--- config.mk ---
export PLATFORM = sky130hd
export DESIGN_NAME = yuv422_axis_downsizer
export DESIGN_NICKNAME = d
export VERILOG_FILES = /design/src/rtl/yuv_axis_pkg.sv /design/src/rtl/yuv_line_len_checker.sv /design/src/rtl/yuv422_axis_downsizer.sv
export SDC_FILE = /design/constraint.sdc
export NUM_CORES = 1
export LEC_CHECK = 0
export ABC_AREA = 0
export CAP_MARGIN = 20
export CORE_MARGIN = 4
export CORE_UTILIZATION = 46
export DETAILED_ROUTE_END_ITERATION = 10
export PLACE_DENSITY = 0.76
export RECOVER_POWER = 100
export SLEW_MARGIN = 20
export SYNTH_ARGS = -nofsm -noshare
export SYNTH_HDL_FRONTEND = slang
export SYNTH_SLANG_ARGS = --single-unit
--- constraint.sdc ---
create_clock -name clk_in -period 2.7 [get_ports clk_in]
set_clock_uncertainty 0.15 [all_clocks]
set_input_delay 0.54 -clock clk_in [delete_from_list [all_inputs] [get_ports clk_in]]
set_output_delay 0.54 -clock clk_in [all_outputs]
set_load 0.05 [all_outputs]
--- src/rtl/yuv_axis_pkg.sv ---
`default_nettype none
// ---------------------------------------------------------------------------
// yuv_axis_pkg : shared widths, clog2 helper and beat-buffer state encoding
// Revision: 1.0
// ---------------------------------------------------------------------------
package yuv_axis_pkg;

  typedef enum logic [0:0] {
    ST_EMPTY = 1'b0,
    ST_HOLD  = 1'b1
  } state_e;

  function automatic int pix_width(input int dw);
    return 2 * dw;
  endfunction

  // Never returns 0 so that a RATIO of 1 still gets a legal 1-bit phase counter.
  function automatic int clog2_min1(input int v);
    int r;
    r = 0;
    for (int i = 0; i < 31; i++) begin
      if ((1 << i) < v) r = i + 1;
    end
    return (r < 1) ? 1 : r;
  endfunction

endpackage
`default_nettype wire

--- src/rtl/yuv_line_len_checker.sv ---
`default_nettype none
// ---------------------------------------------------------------------------
// yuv_line_len_checker : counts output pixels per line, sticky length error
// Revision: 1.0
// ---------------------------------------------------------------------------
module yuv_line_len_checker #(
  parameter int OUT_PIX  = 1,
  parameter int LINE_PIX = 1920
) (
  input  logic clk_in,
  input  logic reset,
  input  logic beat_hs,
  input  logic beat_user,
  input  logic beat_last,
  input  logic clr_err,
  output logic line_err
);

  localparam logic [16:0] INC  = 17'(OUT_PIX);
  localparam logic [16:0] LINE = 17'(LINE_PIX);

  logic [15:0] pix_cnt_q, pix_cnt_d;
  logic        line_err_q, line_err_d;
  logic [16:0] sum;
  logic [15:0] sum_sat;
  logic        mismatch;

  always_comb begin
    // A start-of-frame beat restarts the count from its own pixels.
    sum        = (beat_user ? 17'd0 : {1'b0, pix_cnt_q}) + INC;
    sum_sat    = sum[16] ? 16'hFFFF : sum[15:0];
    mismatch   = beat_hs & beat_last & ({1'b0, sum_sat} != LINE);
    pix_cnt_d  = pix_cnt_q;
    if (beat_hs) begin
      pix_cnt_d = beat_last ? 16'd0 : sum_sat;
    end
    line_err_d = line_err_q;
    if (clr_err)  line_err_d = 1'b0;
    if (mismatch) line_err_d = 1'b1;
  end

  always_ff @(posedge clk_in or negedge reset) begin
    if (!reset) begin
      pix_cnt_q  <= 16'd0;
      line_err_q <= 1'b0;
    end else begin
      pix_cnt_q  <= pix_cnt_d;
      line_err_q <= line_err_d;
    end
  end

  assign line_err = line_err_q;

endmodule
`default_nettype wire

--- src/rtl/yuv422_axis_downsizer.sv ---
`default_nettype none
// ---------------------------------------------------------------------------
// yuv422_axis_downsizer : serialises wide YUV422 beats into narrow beats
// Revision: 1.0
// ---------------------------------------------------------------------------
module yuv422_axis_downsizer
  import yuv_axis_pkg::*;
#(
  parameter int data_width        = 8,
  parameter int in_pix_per_clock  = 4,
  parameter int out_pix_per_clock = 1,
  parameter int LINE_PIX          = 1920
) (
  input  logic                                         clk_in,
  input  logic                                         reset,
  input  logic [in_pix_per_clock*2*data_width-1:0]     rdata,
  input  logic                                         rvalid,
  output logic                                         rready,
  input  logic                                         ruser,
  input  logic                                         rlast,
  output logic [out_pix_per_clock*2*data_width-1:0]    tdata,
  output logic                                         tvalid,
  input  logic                                         tready,
  output logic                                         tuser,
  output logic                                         tlast,
  output logic                                         line_err,
  input  logic                                         clr_err
);

  localparam int RATIO = in_pix_per_clock / out_pix_per_clock;
  localparam int PH_W  = clog2_min1(RATIO);
  localparam int W_PIX = pix_width(data_width);
  localparam int W_IN  = in_pix_per_clock * W_PIX;
  localparam int W_OUT = out_pix_per_clock * W_PIX;
  localparam logic [PH_W-1:0] PH_LAST = PH_W'(RATIO - 1);

  state_e            state_q, state_d;
  logic [PH_W-1:0]   phase_q, phase_d;
  logic [W_IN-1:0]   buf_q, buf_d;
  logic              user_q, user_d;
  logic              last_q, last_d;
  logic              hold, phase_end, accept, out_hs;

  assign hold      = (state_q == ST_HOLD);
  assign phase_end = (phase_q == PH_LAST);
  // Gated with reset so no beat is offered to while the block is held in reset.
  assign rready    = reset & (~hold | (phase_end & tready));
  assign accept    = rvalid & rready;
  assign out_hs    = hold & tready;
  assign tvalid    = hold;
  assign tuser     = hold & user_q & (phase_q == '0);
  assign tlast     = hold & last_q & phase_end;

  generate
    if (RATIO == 1) begin : g_ratio_one
      assign tdata = hold ? buf_q[W_OUT-1:0] : '0;
    end else begin : g_ratio_multi
      int slice_lo;
      always_comb slice_lo = int'(phase_q) * W_OUT;
      assign tdata = hold ? buf_q[slice_lo +: W_OUT] : '0;
    end
  endgenerate

  always_comb begin
    state_d = state_q;
    phase_d = phase_q;
    buf_d   = buf_q;
    user_d  = user_q;
    last_d  = last_q;
    if (out_hs) begin
      if (phase_end) begin
        state_d = ST_EMPTY;
        phase_d = '0;
      end else begin
        phase_d = phase_q + PH_W'(1);
      end
    end
    // A load on the final phase overrides the drain, giving back-to-back beats.
    if (accept) begin
      buf_d   = rdata;
      user_d  = ruser;
      last_d  = rlast;
      phase_d = '0;
      state_d = ST_HOLD;
    end
  end

  always_ff @(posedge clk_in or negedge reset) begin
    if (!reset) begin
      state_q <= ST_EMPTY;
      phase_q <= '0;
      buf_q   <= '0;
      user_q  <= 1'b0;
      last_q  <= 1'b0;
    end else begin
      state_q <= state_d;
      phase_q <= phase_d;
      buf_q   <= buf_d;
      user_q  <= user_d;
      last_q  <= last_d;
    end
  end

  yuv_line_len_checker #(
    .OUT_PIX  (out_pix_per_clock),
    .LINE_PIX (LINE_PIX)
  ) u_line_chk (
    .clk_in    (clk_in),
    .reset     (reset),
    .beat_hs   (out_hs),
    .beat_user (tuser),
    .beat_last (tlast),
    .clr_err   (clr_err),
    .line_err  (line_err)
  );

endmodule
`default_nettype wire

# Yosys cells after proc, flatten, opt, wreduce, memory -nomap -nowiden

Index checks and enable logic that the tools add are counted.
W data, S select, Z words.

Input port bits: 71
Register bits: 86
Output and inout port bits: 21
Logic and storage cells: 41

$add $sub $neg: 2
Equal/unequal tests: 2
Reductions and logical operators: 5
Bitwise gates (word level): 12
Mux-type cells: 12
Shift operators: 1

Operators with widths:

| operator                | count |
|---|---|
| $mux W16                | 4 |
| $shiftx A64 B7 Y16      | 1 |
| $add A17 B1 Y17 const B | 1 |
| $ne A16 B11 Y1 const B  | 1 |
| $and A1 B1 Y1           | 10 |
| $mux W2                 | 3 |
| $reduce_bool A2 Y1      | 3 |
| $mux W1                 | 5 |
| $add A2 B1 Y2 const B   | 1 |
| $eq A2 B2 Y1 const B    | 1 |
| $logic_not A2 Y1        | 1 |
| $reduce_and A2 Y1       | 1 |
| $not A1 Y1              | 1 |
| $or A1 B1 Y1            | 1 |

# Depth between registers and ports, before layout

Depth in word-level cells: 8
Mapped depth: 11

# Modules after synthesis

Synthesis repeated with hierarchy kept, for this count alone.

Cells, all modules: 374
Area, all modules: 4,389.2 um^2

By module, submodules not included:

| module                | instances | cells an instance | area each (um^2) |
|---|---|---|---|
| yuv422_axis_downsizer | 1         | 218               | 3,190.6 |
| yuv_line_len_checker  | 1         | 156               | 1,198.6 |

# Least setup slack after synthesis

Ideal clock, no wire load.

Path kind: register to register
Start point: register phase_q[1]
End point: register u_line_chk.pix_cnt_q[14]
Path buffers: 2
Required time: 2.468 ns
Cell stages (with the launch flop): 11
Data arrival time: 2.457 ns
Setup slack: 0.010 ns
Path through: dfrtp_1 > clkbuf_1 > buf_1 > inv_1 > ha_1 > nand3_1 > inv_2 > nor4_4 > nand4_2 > o31a_1 > o22ai_1

Longest elaborated chain between the ends: 6

RTL lines:

| item                   | line                        | text |
|---|---|---|
| from (decl)            | yuv422_axis_downsizer.sv:38 | `logic [PH_W-1:0] phase_q, phase_d;` |
| from (signal assigned) | yuv422_axis_downsizer.sv:97 | `phase_q <= phase_d;` |
| $logic_not A2 Y1       | yuv422_axis_downsizer.sv:51 | `assign tuser = hold & user_q & (phase_q == '0);` |
| $and A1 B1 Y1          | yuv422_axis_downsizer.sv:51 |  |
| $mux W16               | yuv_line_len_checker.sv:30  | `sum = (beat_user ? 17'd0 : {1'b0, pix_cnt_q}) + INC;` |
| $add A17 B1 Y17        | yuv_line_len_checker.sv:30  |  |
| $mux W16               | yuv_line_len_checker.sv:31  | `sum_sat = sum[16] ? 16'hFFFF : sum[15:0];` |
| $mux W16 *             | yuv_line_len_checker.sv:35  | `pix_cnt_d = beat_last ? 16'd0 : sum_sat;` |
| to (signal assigned)   | yuv_line_len_checker.sv:47  | `pix_cnt_q <= pix_cnt_d;` |
| to (decl)              | yuv_line_len_checker.sv:22  | `logic [15:0] pix_cnt_q, pix_cnt_d;` |

Mark *: on every way between the ends. The rest lies on a longest branch, timed or not.
A chain may end at the register's enable or synchronous reset.

# Final worst setup path

Start point: register phase_q[0]
End point: output port tdata[7]

Longest elaborated chain between the ends: 2

RTL lines:

| item               | line                        | text |
|---|---|---|
| $shiftx A64 B7 Y16 | yuv422_axis_downsizer.sv:60 | `assign tdata = hold ? buf_q[slice_lo +: W_OUT] : '0;` |
| $mux W16           | yuv422_axis_downsizer.sv:60 |  |
| to (decl)          | yuv422_axis_downsizer.sv:21 | `output logic [out_pix_per_clock*2*data_width-1:0] tdata,` |

Every way passes these cells.

==> flow_summary.toml <==
[cells_and_area]
antennaDiodeCount = 0
syn_to_final_growth_pct = 27.10
drive_gt1_share_pct = 31.19
fillers = 695
final_cell_mix = "dfrtp_1, clkdlybuf4s50_1, mux2_2, nand2_1, o21ai_0"
regArea_um2 = 2152
multiInputGateArea_um2 = 1919
layout_commonest_cell = "dfrtp_1"
nets = 505

[route]
drt-initial-drc-count = 136
wl_per_cell_um = 17.39
vias = 3059
drtPass1Iterations = 4
antenna_left = 0
wirelength_um = 9459
vias_per_cell = 5.623
drcViolationCount = 0

[placement]
post-place-ws_ns = 0.3129
dp_hpwl_um = 6836
gp_congestion = 0.9400
portBuffers = 91

[floorplanning]
io-pin-count = 92
core-area_um2 = 8806
initial_utilization_pct = 47.93
row_count = 34
die_h_um = 103.8
dieArea_um2 = 10770
die_x_um = 103.8

[critical_path]
rr_startpoint = "phase_q[0]$_DFFE_PN0P_"
arrival_ns = 1.90
crit_path_cell_trace = "buf_4 > mux4_2 > and2_1 > buf_4"
crit_type = "reg2out"
worstPathRequired_ns = 2.01
crit_path_top_delay_cell = "mux4_2"
cp_max_fo = 11
crit_path_frequent_cell = "buf_4"
startpoint = "phase_q[0]$_DFFE_PN0P_"
critPathCaptureType = "output pin"
cpPeakStageDelay_ns = 0.53
startpoint_type = "flop"

[synth]
synth_xor_area_share_pct = 0
syn_area_per_cell_um2 = 12.38
synth-simple-area-share_pct = 11.44
synth_top_family_by_area = "multiplexers"
synth-adder-area-share_pct = 0.5929
muxShareOfSynthArea_pct = 26.39
ys_warn_count = 0
ys_ff_latch = 86
seq_area_frac_synth_pct = 50.99
synth_compound_area_share_pct = 7.323
synth_nets = 414
yosysTopAreaCellShare_pct = 50.99
synth_cells = 341
synth_cell_type_count = 38
syn_area_um2 = 4220
yosys-top-cells-area = "dfrtp_1, mux2_2, mux4_2"
yosysTopAreaCell = "dfrtp_1"

[global_route]
grt_overflow = 0
grtUsageTotal_pct = 18.14
grt_pass1_wl_um = 15880
antenna_found_initial = 0
grt_max_degree = 76
grt_pass1_vias = 3193

[pwr]
internal_power_mw = 3.655
power_density_nw_per_um2 = 1141
clockPowerShare_pct = 14.9
p_seq_share_pct = 36.1
ir_drop_mv = 0.7822
swShare_pct = 40.28
p_comb_share_pct = 49.1
p_sw_mw = 2.466
p_leak_nw = 2.189

[sta]
hold_violations = 0
fmax_mhz = 386.6
setup_viol_count_final = 0
post-route-period-util_pct = 95.80
slew_headroom_pct = 33.50
tightest_slew_ns = 0.9975
fin_crit_ns = 2.587
rsz0062_at_grt = "no"
setup_slack_ns = 0.1133
drv_slew = 0
setup_tns_ns = 0

[clock_network]
cts.sinks = 86
cts_buffer_depth = 2
clkTransAtPathRegs_ns = 0.08
numCtsBuffers = 9
htreeDepth = 3
clk_latency_ns = 0.35
cts_tree = "done"
cts-root-buf = "clkbuf_8"

[job]
cap_violations = 0

[min_path]
holdCritPathClass = "reg2reg"
min-delay-start = "buf_q[38]$_DFFE_PN0P_"

[status]
status = "complete, no violations"
registers in the layout, indices dropped and copies added, names as in the netlist:
name,cells
u_line_chk.line_err,1
phase_q,2
tvalid,1
user_q,1
u_line_chk.pix_cnt_q,16
last_q,1
buf_q,64
final cells by class:
cell class	instances	area share, %
clock buffers	10	2.566
inverters	11	0.7698
well taps	108	2.519
repair buffers	100	17.17
clock inverters	5	1.073
flip-flops and latches	86	40.12
multi-input cells	224	35.78
kinds of logic after synthesis:
kind of cell / after synthesis
and+or+nand+nor: 86
DFF: 86
AOI/OAI and AO/OA: 53
muxes: 83
adders and majority gates: 2
buffers and inverters: 31
synth_stat cells (all sizes together):
library cell   n
dfrtp         86
mux2          66
nand2         22
o21ai         22
and2          18
mux4          16
nor2          16
buf           14
a21oi         13
inv           11
nand4          9
nand3          7
a31oi          6
clkbuf         6
nor3           4
o31a           4
and3           3
nor4           3
o211ai         3
o22ai          3
ha             2
a21boi         1
a221oi         1
mux2i          1
nand2b         1
nor2b          1
nor3b          1
or4            1
path summary, 6_finish.rpt:
check                                                           end  slack, ns  depth (start not counted)
worst min-delay path                          buf_q[38]$_DFFE_PN0P_       0.36                          1
max in group asynchronous           u_line_chk.line_err$_DFFE_PN0P_       0.72                          3
min in group asynchronous                     buf_q[15]$_DFFE_PN0P_       0.43                          2
worst max-delay path                                       tdata[7]       0.11                          4
worst max register to register  u_line_chk.pix_cnt_q[0]$_DFFE_PN0P_       0.21                          8
worst min register to register                buf_q[38]$_DFFE_PN0P_       0.36                          1
per-layer routing:
metal	GRT usage, %	wire length [um]
met2	30.28	4666
met1	23.16	4082
met5	0	0
met3	5.535	572
met4	4.748	137
stage by stage:
| step | cell area (um2) | util [%] | std cells | total power [mW] | hold WS, ns |
|---|---|---|---|---|---|
| final | 5364 | 60.91 | 544 | 6.121 | 0.3569 |
| after global routing | 5364 | 60.91 | 544 | 6.506 | 0.3642 |
| after CTS | 5421 | 61.57 | 544 | 6.262 | 0.3611 |
| after detailed placement | 5216 | 59.24 | 528 | 5.336 | 0.2514 |
| after global placement | 5216 | 59.24 | 528 | 5.248 | 0.2507 |
| after floorplan | 4220 | - | 341 | 4.425 | 0.09441 |
critical path: cells and delay by family, from the launching register on:
family | cells | cell delay [ns]
mux | 1 | 0.53
flops | 1 | 0.37
simple gates | 1 | 0.19
buf+inv | 2 | 0.45
power by group through the flow:
stage	logic [mW]	clock network (mW)	registers, mW
final	3.00	0.910	2.21
after global routing	3.23	0.991	2.28
after CTS	3.11	0.936	2.21
after detailed placement	3.10	0	2.23
after global placement	3.04	0	2.20
after floorplan	2.28	0	2.15
timing repair:
action	CTS	global route
hold buffers	1	0
buffers inserted	0	0
endpoints found under the setup margin	0	1
hold endpoints to repair	11	0
gates resized for setup	0	1
(Power assumes the default switching activity.)
